### config.mk
export PLATFORM = sky130hd
export DESIGN_NAME = led_display_arbiter
export DESIGN_NICKNAME = d
export VERILOG_FILES = /design/src/rtl/led_arb_pkg.sv /design/src/rtl/led_rr_pick.sv /design/src/rtl/led_display_arbiter.sv
export SDC_FILE = /design/constraint.sdc
export NUM_CORES = 1
export LEC_CHECK = 0
export BUFFER_PORTS_ARGS = -buffer_cell sky130_fd_sc_hd__buf_2
export CAP_MARGIN = 30
export CELL_PAD_IN_SITES_DETAIL_PLACEMENT = 0
export CELL_PAD_IN_SITES_GLOBAL_PLACEMENT = 2
export CORE_UTILIZATION = 38
export CTS_BUF_LIST = sky130_fd_sc_hd__clkbuf_4 sky130_fd_sc_hd__clkbuf_8
export DETAILED_ROUTE_END_ITERATION = 12
export PLACE_DENSITY = 0.86
export SLEW_MARGIN = 20
export SYNTH_ARGS = -nofsm -noshare
export SYNTH_HDL_FRONTEND = slang
export SYNTH_SLANG_ARGS = --single-unit
### constraint.sdc
create_clock -name FAB_CLK -period 9.9 [get_ports FAB_CLK]
set_input_delay 0.99 -clock FAB_CLK [delete_from_list [all_inputs] [get_ports FAB_CLK]]
set_output_delay 0.99 -clock FAB_CLK [all_outputs]
set_load 0.02 [all_outputs]
### src/rtl/led_arb_pkg.sv
// rtl/led_arb_pkg.sv - shared types and constants for the LED display arbiter
package led_arb_pkg;

  typedef enum logic [1:0] {
    WAIT_LOCK = 2'd0,
    IDLE      = 2'd1,
    OWN       = 2'd2
  } arb_state_t;

  localparam logic [3:0] LED_OFF = 4'b0000;

  // Wide enough to hold HOLD_CYCLES itself so the saturating counter never wraps.
  function automatic int cnt_width(input int hold_cycles);
    return (hold_cycles < 1) ? 1 : $clog2(hold_cycles + 1);
  endfunction

endpackage

### src/rtl/led_rr_pick.sv
// rtl/led_rr_pick.sv - combinational round-robin picker
// Returns the first eligible request at or above i_ptr, wrapping, skipping i_excl.
module led_rr_pick
  import led_arb_pkg::*;
#(
  parameter int NUM_REQ = 4,
  parameter int PW      = $clog2(NUM_REQ)
) (
  input  logic [NUM_REQ-1:0] i_req,
  input  logic [PW-1:0]      i_ptr,
  input  logic [NUM_REQ-1:0] i_excl,
  output logic [NUM_REQ-1:0] o_pick,
  output logic               o_valid
);

  logic [NUM_REQ-1:0] w_cand;
  int                 w_idx;

  assign w_cand = i_req & ~i_excl;

  always_comb begin
    o_pick  = '0;
    o_valid = 1'b0;
    w_idx   = 0;
    for (int k = 0; k < NUM_REQ; k++) begin
      w_idx = int'(i_ptr) + k;
      if (w_idx >= NUM_REQ) begin
        w_idx = w_idx - NUM_REQ;
      end
      if (!o_valid && w_cand[w_idx[PW-1:0]]) begin
        o_pick[w_idx[PW-1:0]] = 1'b1;
        o_valid               = 1'b1;
      end
    end
  end

endmodule

### src/rtl/led_display_arbiter.sv
// rtl/led_display_arbiter.sv - round-robin owner of the four fabric LEDs
// Grants one requester at a time with a minimum hold so each pattern stays visible.
module led_display_arbiter
  import led_arb_pkg::*;
#(
  parameter int         NUM_REQ      = 4,
  parameter int         HOLD_CYCLES  = 5_000_000,
  parameter logic [3:0] IDLE_PATTERN = 4'b0001
) (
  input  logic                 FAB_CLK,
  input  logic                 FAB_RESET,
  input  logic                 FAB_LOCK,
  input  logic [NUM_REQ-1:0]   REQ,
  input  logic [4*NUM_REQ-1:0] REQ_PATTERN,
  output logic [NUM_REQ-1:0]   GNT,
  output logic                 OWNER_VALID,
  output logic                 LED1,
  output logic                 LED2,
  output logic                 LED3,
  output logic                 LED4
);

  localparam int            PW       = $clog2(NUM_REQ);
  localparam int            CW       = cnt_width(HOLD_CYCLES);
  localparam logic [CW-1:0] HOLD_VAL = CW'(HOLD_CYCLES);

  arb_state_t         r_state, w_state_nxt;
  logic [NUM_REQ-1:0] r_gnt, w_gnt_nxt;
  logic               r_owner_valid;
  logic [3:0]         r_led, w_led_nxt;
  logic [CW-1:0]      r_cnt, w_cnt_nxt;
  logic [PW-1:0]      r_ptr, w_ptr_nxt;

  logic [3:0]         w_pat [NUM_REQ];
  logic [PW-1:0]      w_owner;
  logic [PW-1:0]      w_owner_inc;
  logic [PW-1:0]      w_pick_idx;
  logic [PW-1:0]      w_pick_ptr;
  logic [NUM_REQ-1:0] w_pick_excl;
  logic [NUM_REQ-1:0] w_pick;
  logic               w_pick_valid;
  logic               w_hold_done;

  for (genvar g = 0; g < NUM_REQ; g++) begin : g_pat
    assign w_pat[g] = REQ_PATTERN[4*g +: 4];
  end

  always_comb begin
    w_owner = '0;
    for (int i = 0; i < NUM_REQ; i++) begin
      if (r_gnt[i]) w_owner = PW'(i);
    end
  end

  always_comb begin
    w_pick_idx = '0;
    for (int i = 0; i < NUM_REQ; i++) begin
      if (w_pick[i]) w_pick_idx = PW'(i);
    end
  end

  assign w_owner_inc = (w_owner == PW'(NUM_REQ - 1)) ? '0 : w_owner + 1'b1;
  assign w_hold_done = (r_cnt == HOLD_VAL);

  // While owning, search from the slot after the owner and never re-pick the owner.
  assign w_pick_ptr  = (r_state == OWN) ? w_owner_inc : r_ptr;
  assign w_pick_excl = (r_state == OWN) ? r_gnt : '0;

  led_rr_pick #(
    .NUM_REQ (NUM_REQ),
    .PW      (PW)
  ) u_pick (
    .i_req   (REQ),
    .i_ptr   (w_pick_ptr),
    .i_excl  (w_pick_excl),
    .o_pick  (w_pick),
    .o_valid (w_pick_valid)
  );

  always_comb begin
    w_state_nxt = r_state;
    w_gnt_nxt   = r_gnt;
    w_led_nxt   = r_led;
    w_cnt_nxt   = r_cnt;
    w_ptr_nxt   = r_ptr;
    if (!FAB_LOCK) begin
      w_state_nxt = WAIT_LOCK;
      w_gnt_nxt   = '0;
      w_led_nxt   = LED_OFF;
      w_cnt_nxt   = '0;
    end else begin
      case (r_state)
        WAIT_LOCK: begin
          w_state_nxt = IDLE;
          w_gnt_nxt   = '0;
          w_led_nxt   = IDLE_PATTERN;
          w_cnt_nxt   = '0;
        end
        IDLE: begin
          w_led_nxt = IDLE_PATTERN;
          if (w_pick_valid) begin
            w_state_nxt = OWN;
            w_gnt_nxt   = w_pick;
            w_led_nxt   = w_pat[w_pick_idx];
            w_cnt_nxt   = '0;
          end
        end
        OWN: begin
          if (w_hold_done && (!REQ[w_owner] || w_pick_valid)) begin
            w_ptr_nxt = w_owner_inc;
            w_cnt_nxt = '0;
            if (w_pick_valid) begin
              w_gnt_nxt = w_pick;
              w_led_nxt = w_pat[w_pick_idx];
            end else begin
              w_state_nxt = IDLE;
              w_gnt_nxt   = '0;
              w_led_nxt   = IDLE_PATTERN;
            end
          end else begin
            if (!w_hold_done) w_cnt_nxt = r_cnt + 1'b1;
            // A dropped request leaves the last pattern frozen until release.
            if (REQ[w_owner]) w_led_nxt = w_pat[w_owner];
          end
        end
        default: begin
          w_state_nxt = WAIT_LOCK;
          w_gnt_nxt   = '0;
          w_led_nxt   = LED_OFF;
          w_cnt_nxt   = '0;
        end
      endcase
    end
  end

  always_ff @(posedge FAB_CLK) begin
    if (FAB_RESET) begin
      r_state       <= WAIT_LOCK;
      r_gnt         <= '0;
      r_owner_valid <= 1'b0;
      r_led         <= LED_OFF;
      r_cnt         <= '0;
      r_ptr         <= '0;
    end else begin
      r_state       <= w_state_nxt;
      r_gnt         <= w_gnt_nxt;
      r_owner_valid <= |w_gnt_nxt;
      r_led         <= w_led_nxt;
      r_cnt         <= w_cnt_nxt;
      r_ptr         <= w_ptr_nxt;
    end
  end

  assign GNT         = r_gnt;
  assign OWNER_VALID = r_owner_valid;
  assign LED1        = r_led[0];
  assign LED2        = r_led[1];
  assign LED3        = r_led[2];
  assign LED4        = r_led[3];

endmodule

# After elaboration in Yosys (flattened, before gate mapping)
# Cells that the tools add are included.
# word_totals
reg_bits	36
in_bits	23
# classes
addsub	9
n_lt_le_gt_ge	15
eq_ne	9
mux	62
n_bitwise	8
n_reduce_logical	19
# ops
operator	n
two-way mux 23 bit	3
two-way mux 4 bit	16
one-hot mux 23 bit (2 select lines)	1
two-way mux 2 bit	13
adder 23 x 1 -> 23 bit (second input constant)	1
== test 23 bit (second input constant)	1
binary-select mux 4 bit (select 2 bit)	2
greater-or-equal comparator 3 bit (second input constant)	5
< comparator 2 x 3 -> 1 bit (second input constant)	5
two-way mux 1 bit	15
OR 4 bit	3
one-hot mux 4 bit (3 select lines)	1
binary-select mux 1 bit (select 2 bit)	5
demux 1 bit (select 2 bit)	4
greater-or-equal comparator 2 x 1 -> 1 bit (second input constant)	4
logical AND 1 bit	8
one-hot mux 4 bit (2 select lines)	1
subtractor 2 x 1 -> 2 bit (second input constant)	4
adder 2 x 2 -> 3 bit (second input constant)	2
inverter 2 -> 3 bit	2
one-hot mux 2 bit (3 select lines)	1
AND reduction 3 bit	2
AND 4 bit	1
== test 2 bit (second input constant)	2
other kinds (16)	20

# Depth between registers and ports, before layout
# Gate-level depths: netlist of the first run.
# depth
depth_word	30
depth_mapped	13

# Cells and area by module
# A second synthesis of the first run with hierarchy kept.
# hier_totals
hier_cells	336
hier_area_um2	2861.5
# by_module_without_submodules
mod	instances	cells_per_inst	area_per_inst_um2	seq_area_each_um2
led_display_arbiter	1	289	2429.8	720.7
led_rr_pick	1	47	431.7	0.0

# Worst setup path before layout of the first run
# OpenSTA, ideal clock, no wires.
# synth_path
path_kind	register -> register
start	register r_state[0]
end	register r_led[2]
arrival_time_ps	3121
path_slack_ps	6700
stages_incl_launch_ff	14
path_buffers	2
cell_sequence	dfxtp_1 -> inv_1 -> ha_1 -> buf_4 -> mux2i_1 -> ha_1 -> nor3_1 -> and4_1 -> a41oi_1 -> nand2_1 -> a221o_1 -> buf_6 -> or4b_1 -> o211ai_1
# synth_between
elab_chain_len	26
elab_cells_between_ends	80
cone_classes	add/sub (7); order compare (12); eq/ne (3); mux (39); bitwise (6); reduce/logical (13)
# synth_rtl
element	line	rtl
start: declaration	led_display_arbiter.sv:27	arb_state_t r_state, w_state_nxt;
start signal: assignment	led_display_arbiter.sv:145	r_state <= w_state_nxt;
branches (longest 26 deep; another with adder 2 x 1 -> 3 bit)	n/a	
end signal: assignment	led_display_arbiter.sv:148	r_led <= w_led_nxt;
end: declaration	led_display_arbiter.sv:30	logic [3:0] r_led, w_led_nxt;
# Parallel ways; which one is timed is not known. The select of a mux whose other input is x is not followed.
# A chain may end at the register's enable or synchronous reset.

# Final worst setup path of the first run
# layout_path
start	register r_state[0]
end	register r_led[1]
# The elaborated chain is that of the path after synthesis.

==> metrics.md, run 1 <==
| Metric | Value |
|---|---|
| Post-Synth XOR/XNOR Area | 7.16% |
| Period utilization | 39.6% |
| Critical path class | reg -> reg |
| Worst-skew pair later-pin latency | 0.28 ns |
| Root Driver | clkbuf_8 |
| Yosys warning total | 0 |
| Routed vias | 2405 |
| Crit-path cells | inv_1, ha_1, mux2i_1, ha_1, nor3_1, and4_1, a41oi_1, nand2_1, a221o_1, or3_1, o211ai_1 |
| Register Area | 721 sq um |
| Vias per Instance | 5.70 |
| First-pass GRT wire length | 10700 microns |
| PortBufs | 31 |
| Reg clk slew, reported paths | 0.08 ns |
| N_diodes | 0 |
| H-tree Lvls | 2 |
| Critical path endpoint category | flip-flop |
| Commonest non-fill, non-tap cell in the layout | nor2_1 |
| Hold buffer count at cts | 0 |
| RSZ-0062 raised after global routing | no |
| Pwr Density | 110 mW/mm^2 |
| Combinational family with the most area after synthesis | simple AND/OR/NAND/NOR gates |
| Gate power share | 11.6% |
| # DRC | 2 |
| Max_cap viols | 0 |
| Post-Synth Simple-Gate Area | 28.2% |
| Synth Cell Area | 0.00257 sq mm |
| Fillers | 660 |
| Combined area of the multi-input logic cells | 0.00173 sq mm |
| Final RePlAce weighted congestion | 0.820 |
| Syn-to-layout area delta | 11.4% |
| Final Slew Violations | 0 |
| FFs w/ async S/R, synth | 0% |
| Nets@finish | 382 |
| Initial core utilization | 40.0% |
| Syn avg cell area | 8.05 sq um |
| Synthesized net count | 357 |
| Post-Synth Adder-Cell Area | 7.31% |
| FMAX | 255 MHz |
| Die ar. | 0.00709 sq mm |
| Slew @ Worst Pin | 0.950 ns |
| # IOs | 32 |
| Post-Route WL | 6450 microns |
| Fin crit period | 3.92 ns |
| Max clock buf depth | 2 |
| Hold Crit Class | reg -> reg |
| Post-route ant nets | 0 |
| Layout cells sized above 1 | 12.8% |
| Core area | 0.00642 sq mm |
| Outcome | complete, but fails checks |
| Part of the power in registers | 46.7% |
| Main synth FF type | dfxtp_1 |
| FP Rows | 29 |
| CP Launch Type | flip-flop |
| EDFF count, synth | 0 |
| Yosys cell types | 56 |
| Maximum VDD drop | 0.0686 mV |
| Overflow left after global routing | 0 |
| CTS tree | built |
| Post-DP HPWL | 4780 microns |
| TritonCTS Sinks | 36 |
| Worst endpoint required time | 10.10 ns |
| Die height | 84.2 microns |
| Yosys reg bits | 36 |
| Total CTS buffers | 5 |
| Fin. Hold Viols | 0 |
| Syn Inst Count | 319 |
| Int Power | 0.000235 W |
| Initial antenna violation count | 0 |
| Clock share of power | 41.7% |
| Failing checks | DRC |
| Hold WS | 0.457 ns |
| Relative slew slack | 36.1% |
| Most common cell on crit path | ha_1 |
| Final cell count without fillers | 422 |
| Final Setup Violations | 0 |
| Worst clock skew | 0.00508 ns |
| Worst-path maximum fanout | 17 |
| Seq/Total Area, Yosys | 28.1% |
| Placed insts | 414 |
| Vias in the first global route | 2230 |
| Largest net degree at the start of global routing | 22 |
| DRT Pass-1 Iters | 9 |
| P_leak | 1.06 nW |
| Net Switching | 0.0000799 W |
| DR WL/cell | 15.3 microns |
| Compound-cell area share of the yosys netlist | 18.4% |
| GRT Util Overall | 18.7% |
| Post-CTS resize count | 0 |
| Net Sw Frac | 25.4% |
| Post-CTS Setup Inserts | 0 |
| Slowest cell on the critical path | mux2i_1 |
| Die X | 84.2 microns |
| WP data arrival | 4.12 ns |
| Mux contribution to synthesized area | 6.43% |
| Setup TNS | 0 ns |
| Iter 0 DRT Violations | 164 |
| Most frequent cells in the layout | nor2_1, dfxtp_1, nand2_1 |
| Crit-path max cell delay | 0.64 ns |
-- path summary, 6_finish.rpt --
path | start | end | slack [ns] | cells after the start
max | r_state[0]$_SDFFE_PP0P_ | r_led[1]$_SDFFE_PP0P_ | 5.98 | 11
min | r_ptr[0]$_SDFFE_PP0P_ | r_ptr[0]$_SDFFE_PP0P_ | 0.46 | 2
max reg2reg | r_state[0]$_SDFFE_PP0P_ | r_led[1]$_SDFFE_PP0P_ | 5.98 | 11
min reg2reg | r_ptr[0]$_SDFFE_PP0P_ | r_ptr[0]$_SDFFE_PP0P_ | 0.46 | 2
-- final cells by class --
class	instances	area share (%)
Clock buffer	5	2.41
Clock inverter	3	1.49
Inverter	11	1.53
Multi-Input combinational cell	259	60.6
Sequential cell	36	25.2
Tap cell	77	3.37
Timing Repair Buffer	31	5.42
-- routing by layer --
layer  track usage, %  vias up  wire length (microns)
li1                 -     1195                      -
met3             3.24        4                    341
met4             5.49        0                     55
met1             27.9     1124                   3370
met2             27.4       82                   2680
met5                0        -                      0
-- cells by family (layout without fill, tap and decap cells) --
kind of cell / count (synthesis) / count (layout)
DFF: 36 / 36
AOI/OAI and AO/OA: 65 / 65
adders and majority gates: 15 / 15
muxes: 14 / 14
buffers and inverters: 24 / 50
and+or+nand+nor: 144 / 144
xor gates and xnor gates: 21 / 21
-- power by group through the flow --
stage / Clock, W / Combinational [W] / Sequential, W
floorplan: 0 / 0.0000234 / 0.000151
global placement: 0 / 0.0000363 / 0.000151
detailed placement: 0 / 0.0000360 / 0.000150
CTS: 0.000135 / 0.0000362 / 0.000147
global route: 0.000141 / 0.0000405 / 0.000147
finish: 0.000131 / 0.0000364 / 0.000147
-- metrics by stage --
stage / worst slack, ns / util (%) / area (sq um) / total power [W]
6_report: 5.98 / 44.5 / 2860 / 0.000315
5_1_grt: 5.70 / 44.5 / 2860 / 0.000329
4_1_cts: 6.04 / 44.5 / 2860 / 0.000319
3_5_place_dp: 6.07 / 42.8 / 2750 / 0.000187
3_3_place_gp: 6.05 / 42.8 / 2750 / 0.000187
2_1_floorplan: 6.70 / - / 2570 / 0.000174
-- critical path, delay by kind of cell, from the launching register on --
family / cells / cell delay, ns
buffers and inverters: 1 / 0.10
AND/OR/NAND/NOR: 4 / 0.95
flip-flops: 1 / 0.37
adder cells (fa/ha/maj): 2 / 0.84
AO/OA/AOI/OAI: 3 / 0.93
multiplexers: 1 / 0.64
-- sequential cells by signal, indices dropped and copies added (netlist names) --
signal / count
r_led: 4
GNT: 4
r_ptr: 2
OWNER_VALID: 1
r_cnt: 23
r_state: 2
-- Yosys cell counts (3+ instances only) --
cell / instances / share of area, %
xor2_1: 17 / 5.8
nand2_1: 34 / 5.0
a41oi_1: 4 / 1.4
nand2b_1: 7 / 1.7
or4_1: 3 / 0.88
a22oi_1: 6 / 1.8
clkbuf_1: 8 / 1.2
mux2i_1: 12 / 4.7
nand4_1: 5 / 1.2
a21boi_0: 3 / 0.88
a21oi_1: 13 / 2.5
nor2b_1: 3 / 0.73
inv_1: 10 / 1.5
ha_1: 15 / 7.3
and3_1: 4 / 0.97
nor4_1: 4 / 0.97
and4_1: 3 / 1.0
xnor2_1: 4 / 1.4
dfxtp_1: 36 / 28
nor2_1: 46 / 6.7
or4b_1: 3 / 1.2
nor3_1: 6 / 1.2
o211ai_1: 4 / 1.2
and2_1: 6 / 1.5
o21ai_0: 9 / 1.8
o211a_1: 3 / 1.2
nand3_1: 9 / 1.8
a221o_1: 3 / 1.2
(Power assumes the default switching activity.)
==> inputs of run 2 (changes only) <==
ABC_AREA = 1   (was not set)
CORE_UTILIZATION = 30   (was 38)
PLACE_DENSITY = 0.78   (was 0.86)
clock period = 3.23 ns   (was 9.9 ns; I/O delays follow)
==> run 2 against run 1 <==
Net effect: the run now ends clean; sequential share of layout area decreased by 4.0 points; critical endpoint is now r_led[0]$_SDFFE_PP0P_; first-iteration DRC count fell by 32%; via count is 29% higher; register-to-register slack worse by 5.7 ns; wire length up 36%; largest cell class unchanged; setup slack lost 5.7 ns.
==> metrics.md, run 2 <==
| Metric | Value |
|---|---|
| Hold Crit Class | in -> reg (was reg -> reg) |
| Synth top cells by count | nand2_1, inv_1, nand3_1, nor2_1, dfxtp_1 (was nor2_1, dfxtp_1, nand2_1, xor2_1, ha_1) |
| Worst-path maximum fanout | 9 (was 17) |
| Most common cell on crit path | nand2_1 (was ha_1) |
| Int Power | 0.000772 W (was 0.000235 W) |
| Post-DP HPWL | 7120 microns (was 4780 microns) |
| GRT Util Overall | 18.2% (was 18.7%) |
| RSZ-0062 raised after global routing | no (unchanged) |
| Gate power share | 24.5% (was 11.6%) |
| PortBufs | 31 (unchanged) |
| Initial antenna violation count | 0 (unchanged) |
| Largest register by flop count | r_cnt (unchanged) |
| Routed vias | 3106 (was 2405) |
| Die X | 101 microns (was 84.2 microns) |
| FFs w/ async S/R, synth | 0% (unchanged) |
| Area post-placement | 0.00328 sq mm (was 0.00275 sq mm) |
| Syn Inst Count | 468 (was 319) |
| Largest net degree at the start of global routing | 18 (was 22) |
| Worst Hold Path Cells | 2 (unchanged) |
| Synthesized net count | 506 (was 357) |
| R2R Path Start | r_state[0]$_SDFFE_PP0P_ (unchanged) |
| Yosys warning total | 0 (unchanged) |
| Synth top area share | 24.4% (was 28.1%) |
| Syn-to-layout area delta | 15.3% (was 11.4%) |
| Pwr Density | 337 mW/mm^2 (was 110 mW/mm^2) |
| # IOs | 32 (unchanged) |
| Seq/Total Area, Yosys | 24.4% (was 28.1%) |
| Net Switching | 0.000374 W (was 0.0000799 W) |
| WP data arrival | 3.17 ns (was 4.12 ns) |
| Reg2reg path depth | 19 (was 11) |
| Crit-path max cell delay | 0.34 ns (was 0.64 ns) |
| Yosys reg bits | 36 (unchanged) |
| Vias per Instance | 4.87 (was 5.70) |
| Max_cap viols | 0 (unchanged) |
| Vias in the first global route | 2975 (was 2230) |
| Synth area leaders | dfxtp_1, nand2_1, inv_1 (was dfxtp_1, ha_1, nor2_1) |
| Core area | 0.00937 sq mm (was 0.00642 sq mm) |
| CP Launch Type | flip-flop (unchanged) |
| Final Slew Violations | 0 (unchanged) |
| # DRC | 0 (was 2) |
| Crit-path cells | inv_1, ha_4, inv_4, nand2_1, nand2_1, ha_1, inv_1, nand3_1, nand2_1, nand4_2, nor2_2, nor2_8, a21oi_2, nand3_1, nand3_1, nand2_1, nand2_1, nand2_1, a21oi_1 (was inv_1, ha_1, mux2i_1, ha_1, nor3_1, and4_1, a41oi_1, nand2_1, a221o_1, or3_1, o211ai_1) |
| Max clock buf depth | 2 (unchanged) |
| Maximum VDD drop | 0.172 mV (was 0.0686 mV) |
| Nets@finish | 546 (was 382) |
| TritonCTS Sinks | 36 (unchanged) |
| Die height | 101 microns (was 84.2 microns) |
| Most frequent cells in the layout | nand2_1, inv_1, nand3_1 (was nor2_1, dfxtp_1, nand2_1) |
| Worst reg2reg path endpoint | r_led[0]$_SDFFE_PP0P_ (was r_led[1]$_SDFFE_PP0P_) |
| Worst endpoint required time | 3.46 ns (was 10.10 ns) |
| Main synth FF type | dfxtp_1 (unchanged) |
| Layout cells sized above 1 | 17.7% (was 12.8%) |
| Final Setup Violations | 0 (unchanged) |
| Largest register FFs | 23 (unchanged) |
| Cell area after layout | 0.00340 sq mm (was 0.00286 sq mm) |
| H-tree Lvls | 2 (unchanged) |
| Final cell count without fillers | 638 (was 422) |
| Initial core utilization | 31.5% (was 40.0%) |
| Hold buffer count at cts | 0 (unchanged) |
| Yosys cell types | 39 (was 56) |
| Total CTS buffers | 5 (unchanged) |
| Top-count cell post-synth | nand2_1 (was nor2_1) |
| Commonest non-fill, non-tap cell in the layout | nand2_1 (was nor2_1) |
| Post-route ant nets | 0 (unchanged) |
| Top delay family on crit path | simple AND/OR/NAND/NOR gates (unchanged) |
| Worst reg2reg setup slack | 0.29 ns (was 5.98 ns) |
| Period utilization | 91.1% (was 39.6%) |
| Critical path endpoint category | flip-flop (unchanged) |
| Final core occ | 36.3% (was 44.5%) |
| Slew @ Worst Pin | 0.409 ns (was 0.950 ns) |
| Reg clk slew, reported paths | 0.08 ns (about the same) |
| Slowest cell on the critical path | dfxtp_1 (was mux2i_1) |
| Die ar. | 0.0102 sq mm (was 0.00709 sq mm) |
| Hold EP | GNT[1]$_SDFF_PP0_ (was r_ptr[0]$_SDFFE_PP0P_) |
| Synth Cell Area | 0.00295 sq mm (was 0.00257 sq mm) |
| FP Rows | 35 (was 29) |
| Post-Route WL | 8810 microns (was 6450 microns) |
| N_diodes | 0 (unchanged) |
| Final RePlAce weighted congestion | 0.867 (was 0.820) |
| Fin crit period | 2.94 ns (was 3.92 ns) |
| Worst-skew pair later-pin latency | 0.30 ns (was 0.28 ns) |
| Hold path start | FAB_RESET (was r_ptr[0]$_SDFFE_PP0P_) |
| Overflow left after global routing | 0 (unchanged) |
| CTS tree | built (unchanged) |
| Net Sw Frac | 32.6% (was 25.4%) |
| DR WL/cell | 13.8 microns (was 15.3 microns) |
| Clock share of power | 35.9% (was 41.7%) |
| Placed insts | 630 (was 414) |
| P_leak | 1.50 nW (was 1.06 nW) |
| First-pass GRT wire length | 14700 microns (was 10700 microns) |
| Setup TNS | 0 ns (unchanged) |
| Yosys top cell by area | dfxtp_1 (unchanged) |
| WP buf/inv | 3 (was 1) |
| Outcome | complete, no violations (was complete, but fails checks) |
| FMAX | 340 MHz (was 255 MHz) |
| Critical path class | reg -> reg (unchanged) |
| Iter 0 DRT Violations | 111 (was 164) |
| EDFF count, synth | 0 (unchanged) |
| DRT Pass-1 Iters | 4 (was 9) |
| Fin. Hold Viols | 0 (unchanged) |
| Root Driver | clkbuf_8 (unchanged) |
| Relative slew slack | 72.4% (was 36.1%) |
| Worst clock skew | 0.0141 ns (was 0.00508 ns) |
| Syn avg cell area | 6.30 sq um (was 8.05 sq um) |
| Part of the power in registers | 39.6% (was 46.7%) |
==> run 2: cell count changes in the layout (fill, tap and decap cells not counted), moves of 13 or more <==
cell / before / now
nand2_1: 34 / 106
a21oi_1: 13 / 27
nand3_1: 9 / 50
o21ai_0: 9 / 22
inv_1: 10 / 70
xor2_1: 17 / 0
nand2_2: 0 / 14
==> run 2: power groups by stage <==
stage	Sequential (W)	Clock [W]	Combinational [W]
after floorplan	0.000467	0	0.000193
after global placement	0.000464	0	0.000280
after detailed placement	0.000464	0	0.000278
after CTS	0.000453	0.000422	0.000279
after global routing	0.000455	0.000440	0.000315
final	0.000454	0.000411	0.000281
==> run 2: cell type report <==
cell class | count | area, sq um
fillers | 1051 | 5970
clock buffers | 5 | 68.8
repair buffers | 36 | 193
multi-input cells | 347 | 1900
clock inverters | 3 | 42.5
inverters | 82 | 312
flip-flops and latches | 36 | 721
well taps | 129 | 161
==> run 2: logic make-up (layout without fill, tap and decap cells) <==
kind of cell               count (synthesis)  in the layout  share of synthesized area, %
and+or+nand+nor                          252            252                          42.2
AOI/OAI and AO/OA                         79             79                          15.3
DFF                                       36             36                          24.4
adders and majority gates                 15             15                          6.36
xor gates and xnor gates                   1              1                         0.297
buffers and inverters                     85            126                          11.5
==> run 2: per-stage QoR <==
stage | worst slack, ns | hold WS [ns] | power, W
detailed placement | 0.111 | 0.457 | 0.000742
CTS | 0.0877 | 0.266 | 0.00115
finish | 0.287 | 0.282 | 0.00115
global route | 0.0427 | 0.265 | 0.00121
floorplan | 0.473 | 0.395 | 0.000660
global placement | 0.153 | 0.453 | 0.000743
==> run 2: worst max-delay path by stage <==
stage / start / to / cells past startpoint
floorplan: r_state[0]$_SDFFE_PP0P_ / r_led[3]$_SDFFE_PP0P_ / 21
global placement: r_state[0]$_SDFFE_PP0P_ / r_led[0]$_SDFFE_PP0P_ / 19
detailed placement: r_state[0]$_SDFFE_PP0P_ / r_led[0]$_SDFFE_PP0P_ / 19
CTS: r_state[0]$_SDFFE_PP0P_ / r_led[0]$_SDFFE_PP0P_ / 19
global route: r_state[0]$_SDFFE_PP0P_ / r_led[2]$_SDFFE_PP0P_ / 19
finish: r_state[0]$_SDFFE_PP0P_ / r_led[0]$_SDFFE_PP0P_ / 19
==> run 2: what timing repair did <==
item / in CTS / in global routing
setup endpoints to repair: 0 / 20
gates resized for setup: 0 / 3
setup buffers: 0 / 0
==> run 2: per-layer routing <==
metal / part of all wire (%) / global-route usage (%) / vias to the layer above
met1: 46 / 22.5 / 1417
li1: - / - / 1614
met3: 4.3 / 2.69 / 11
met2: 49 / 32.5 / 64
met4: 1.3 / 5.35 / 0
met5: 0 / 0 / -
==> inputs of run 3 (changes only) <==
CORE_UTILIZATION = 33   (was 30)
PLACE_DENSITY = 0.81   (was 0.78)
clock period = 2.74 ns   (was 3.23 ns; I/O delays follow)
==> run 3 against run 2 <==
Net effect: the flow now finishes with violations (DRC); clock power is 20% higher; design area increased by 14%; wire length rose by 2.1%; critical path type unchanged; critical endpoint unchanged; largest cell class unchanged; highest routed layer unchanged.
==> metrics.md, run 3 (synthesis results as in run 2) <==
| Metric | Value |
|---|---|
| Maximum VDD drop | 0.189 mV (was 0.172 mV) |
| Largest register by flop count | r_cnt (unchanged) |
| FP Rows | 34 (was 35) |
| Most frequent cells in the layout | nand2_1, inv_1, nand3_1 (unchanged) |
| Worst reg2reg setup slack | 0.14 ns (was 0.29 ns) |
| Hold path start | FAB_RESET (unchanged) |
| FMAX | 385 MHz (was 340 MHz) |
| Total CTS buffers | 5 (unchanged) |
| Cell area after layout | 0.00388 sq mm (was 0.00340 sq mm) |
| RSZ-0062 raised after global routing | yes (was no) |
| Placed insts | 646 (was 630) |
| Final RePlAce weighted congestion | 0.864 (was 0.867) |
| WP data arrival | 2.78 ns (was 3.17 ns) |
| Pwr Density | 377 mW/mm^2 (was 337 mW/mm^2) |
| Initial antenna violation count | 0 (unchanged) |
| Critical path endpoint category | flip-flop (unchanged) |
| Max_cap viols | 0 (unchanged) |
| Fillers | 924 (was 1051) |
| # IOs | 32 (unchanged) |
| Area post-placement | 0.00354 sq mm (was 0.00328 sq mm) |
| Largest net degree at the start of global routing | 18 (unchanged) |
| Die X | 96.5 microns (was 101 microns) |
| PortBufs | 31 (unchanged) |
| Post-DP HPWL | 7250 microns (was 7120 microns) |
| Slew @ Worst Pin | 0.410 ns (was 0.409 ns) |
| Nets@finish | 590 (was 546) |
| Commonest non-fill, non-tap cell in the layout | nand2_1 (unchanged) |
| GRT Util Overall | 20.0% (was 18.2%) |
| Post-Route WL | 8990 microns (was 8810 microns) |
| Failing checks | DRC |
| R2R Path Start | r_state[0]$_SDFFE_PP0P_ (unchanged) |
| Hold buffer count at cts | 0 (unchanged) |
| Worst Hold Path Cells | 2 (unchanged) |
| TritonCTS Sinks | 36 (unchanged) |
| Worst reg2reg path endpoint | r_led[0]$_SDFFE_PP0P_ (unchanged) |
| Core area | 0.00868 sq mm (was 0.00937 sq mm) |
| Vias in the first global route | 3045 (was 2975) |
| Post-route ant nets | 0 (unchanged) |
| First-pass GRT wire length | 14200 microns (was 14700 microns) |
| # DRC | 1 (was 0) |
| Worst endpoint required time | 2.92 ns (was 3.46 ns) |
| Overflow left after global routing | 0 (unchanged) |
| Worst-path maximum fanout | 8 (was 9) |
| Routed vias | 3285 (was 3106) |
| Die ar. | 0.00932 sq mm (was 0.0102 sq mm) |
| Final cell count without fillers | 661 (was 638) |
| Hold WS | 0.197 ns (was 0.282 ns) |
| Worst-skew pair later-pin latency | 0.31 ns (was 0.30 ns) |
| DRT Pass-1 Iters | 9 (was 4) |
| DR WL/cell | 13.6 microns (was 13.8 microns) |
| Hold Crit Class | in -> reg (unchanged) |
| Fin. Hold Viols | 0 (unchanged) |
| Relative slew slack | 72.4% (about the same) |
| P_leak | 1.73 nW (was 1.50 nW) |
| Hold EP | GNT[1]$_SDFF_PP0_ (unchanged) |
| H-tree Lvls | 2 (unchanged) |
| Critical path class | reg -> reg (unchanged) |
| Iter 0 DRT Violations | 130 (was 111) |
| N_diodes | 0 (unchanged) |
| Largest register FFs | 23 (unchanged) |
| CTS tree | built (unchanged) |
| Reg2reg path depth | 22 (was 19) |
| Outcome | complete, but fails checks (was complete, no violations) |
| Worst clock skew | 0.0123 ns (was 0.0141 ns) |
| Root Driver | clkbuf_8 (unchanged) |
| Initial core utilization | 34.0% (was 31.5%) |
| Final Setup Violations | 0 (unchanged) |
| Vias per Instance | 4.97 (was 4.87) |
| Layout cells sized above 1 | 29.1% (was 17.7%) |
| Max clock buf depth | 2 (unchanged) |
| Die height | 96.5 microns (was 101 microns) |
| Final Slew Violations | 0 (unchanged) |
| Fin crit period | 2.60 ns (was 2.94 ns) |
| CP Launch Type | flip-flop (unchanged) |
| Total power | 0.00146 W (was 0.00115 W) |
| Reg clk slew, reported paths | 0.08 ns (about the same) |
| Period utilization | 94.7% (was 91.1%) |
| Syn-to-layout area delta | 31.5% (was 15.3%) |
==> run 3: metal layers <==
metal / vias to the layer above / track usage [%] / part of all wire [%]
met5: - / 0 / 0
met4: 0 / 6.86 / 1.7
met3: 16 / 3.44 / 4.5
met2: 75 / 35.9 / 50
met1: 1481 / 23.9 / 44
li1: 1713 / - / -
==> run 3: per-stage QoR <==
| stage | TNS, ns | utilization, % | setup slack (ns) |
|---|---|---|---|
| finish | 0 | 44.7 | 0.145 |
| global route | -0.106 | 44.7 | -0.0520 |
| global placement | -0.355 | 40.8 | -0.115 |
| detailed placement | -0.553 | 40.8 | -0.159 |
| floorplan | 0 | - | 0.0333 |
| CTS | 0 | 43.0 | 0.0338 |
==> run 3: timing repair <==
item,CTS,global route
pin swaps,5,20
setup buffers,1,5
endpoints found under the setup margin,10,29
cloned,1,0
resized for setup,12,36
==> run 3: report_power, final <==
part	switching, W	internal (W)
Clock	0.000219	0.000274
Combinational	0.000256	0.000181
Sequential	0.00000466	0.000529
Total	0.000479	0.000984
==> run 3: cell type report <==
class,count,area (sq um),share of cell area [%]
multi-input cells,348,2030,52.4
flip-flops and latches,36,727,18.7
repair buffers,79,554,14.3
inverters,82,314,8.10
well taps,108,135,3.48
clock buffers,5,68.8,1.77
clock inverters,3,46.3,1.19
==> run 3: worst max-delay path: stages, from the launching register on <==
cell and delay [ns]:
dfxtp_2 0.34, inv_2 0.05, ha_4 0.17, buf_6 0.13
nand2_1 0.07, nand2_2 0.07, ha_4 0.28, inv_1 0.07
nand3_1 0.12, nand2_2 0.10, nand3_1 0.08, nand2_1 0.06
clkinv_1 0.05, nand2_2 0.08, nor2_8 0.22, buf_4 0.15
nand3_1 0.06, nand3_1 0.10, nand3_1 0.07, nand2_1 0.06
nand2_1 0.05, nand2_1 0.06, a21oi_2 0.05
==> run 3: how the worst max path moves through the flow <==
stage                            startpoint                     to  slack [ns]  depth (start not counted)
floorplan           r_state[0]$_SDFFE_PP0P_  r_led[3]$_SDFFE_PP0P_        0.03                         21
global placement    r_state[0]$_SDFFE_PP0P_  r_led[1]$_SDFFE_PP0P_       -0.12                         18
detailed placement  r_state[0]$_SDFFE_PP0P_  r_led[1]$_SDFFE_PP0P_       -0.16                         18
CTS                 r_state[0]$_SDFFE_PP0P_  r_led[0]$_SDFFE_PP0P_        0.03                         21
global route        r_state[0]$_SDFFE_PP0P_  r_led[2]$_SDFFE_PP0P_       -0.05                         21
finish              r_state[0]$_SDFFE_PP0P_  r_led[0]$_SDFFE_PP0P_        0.14                         22
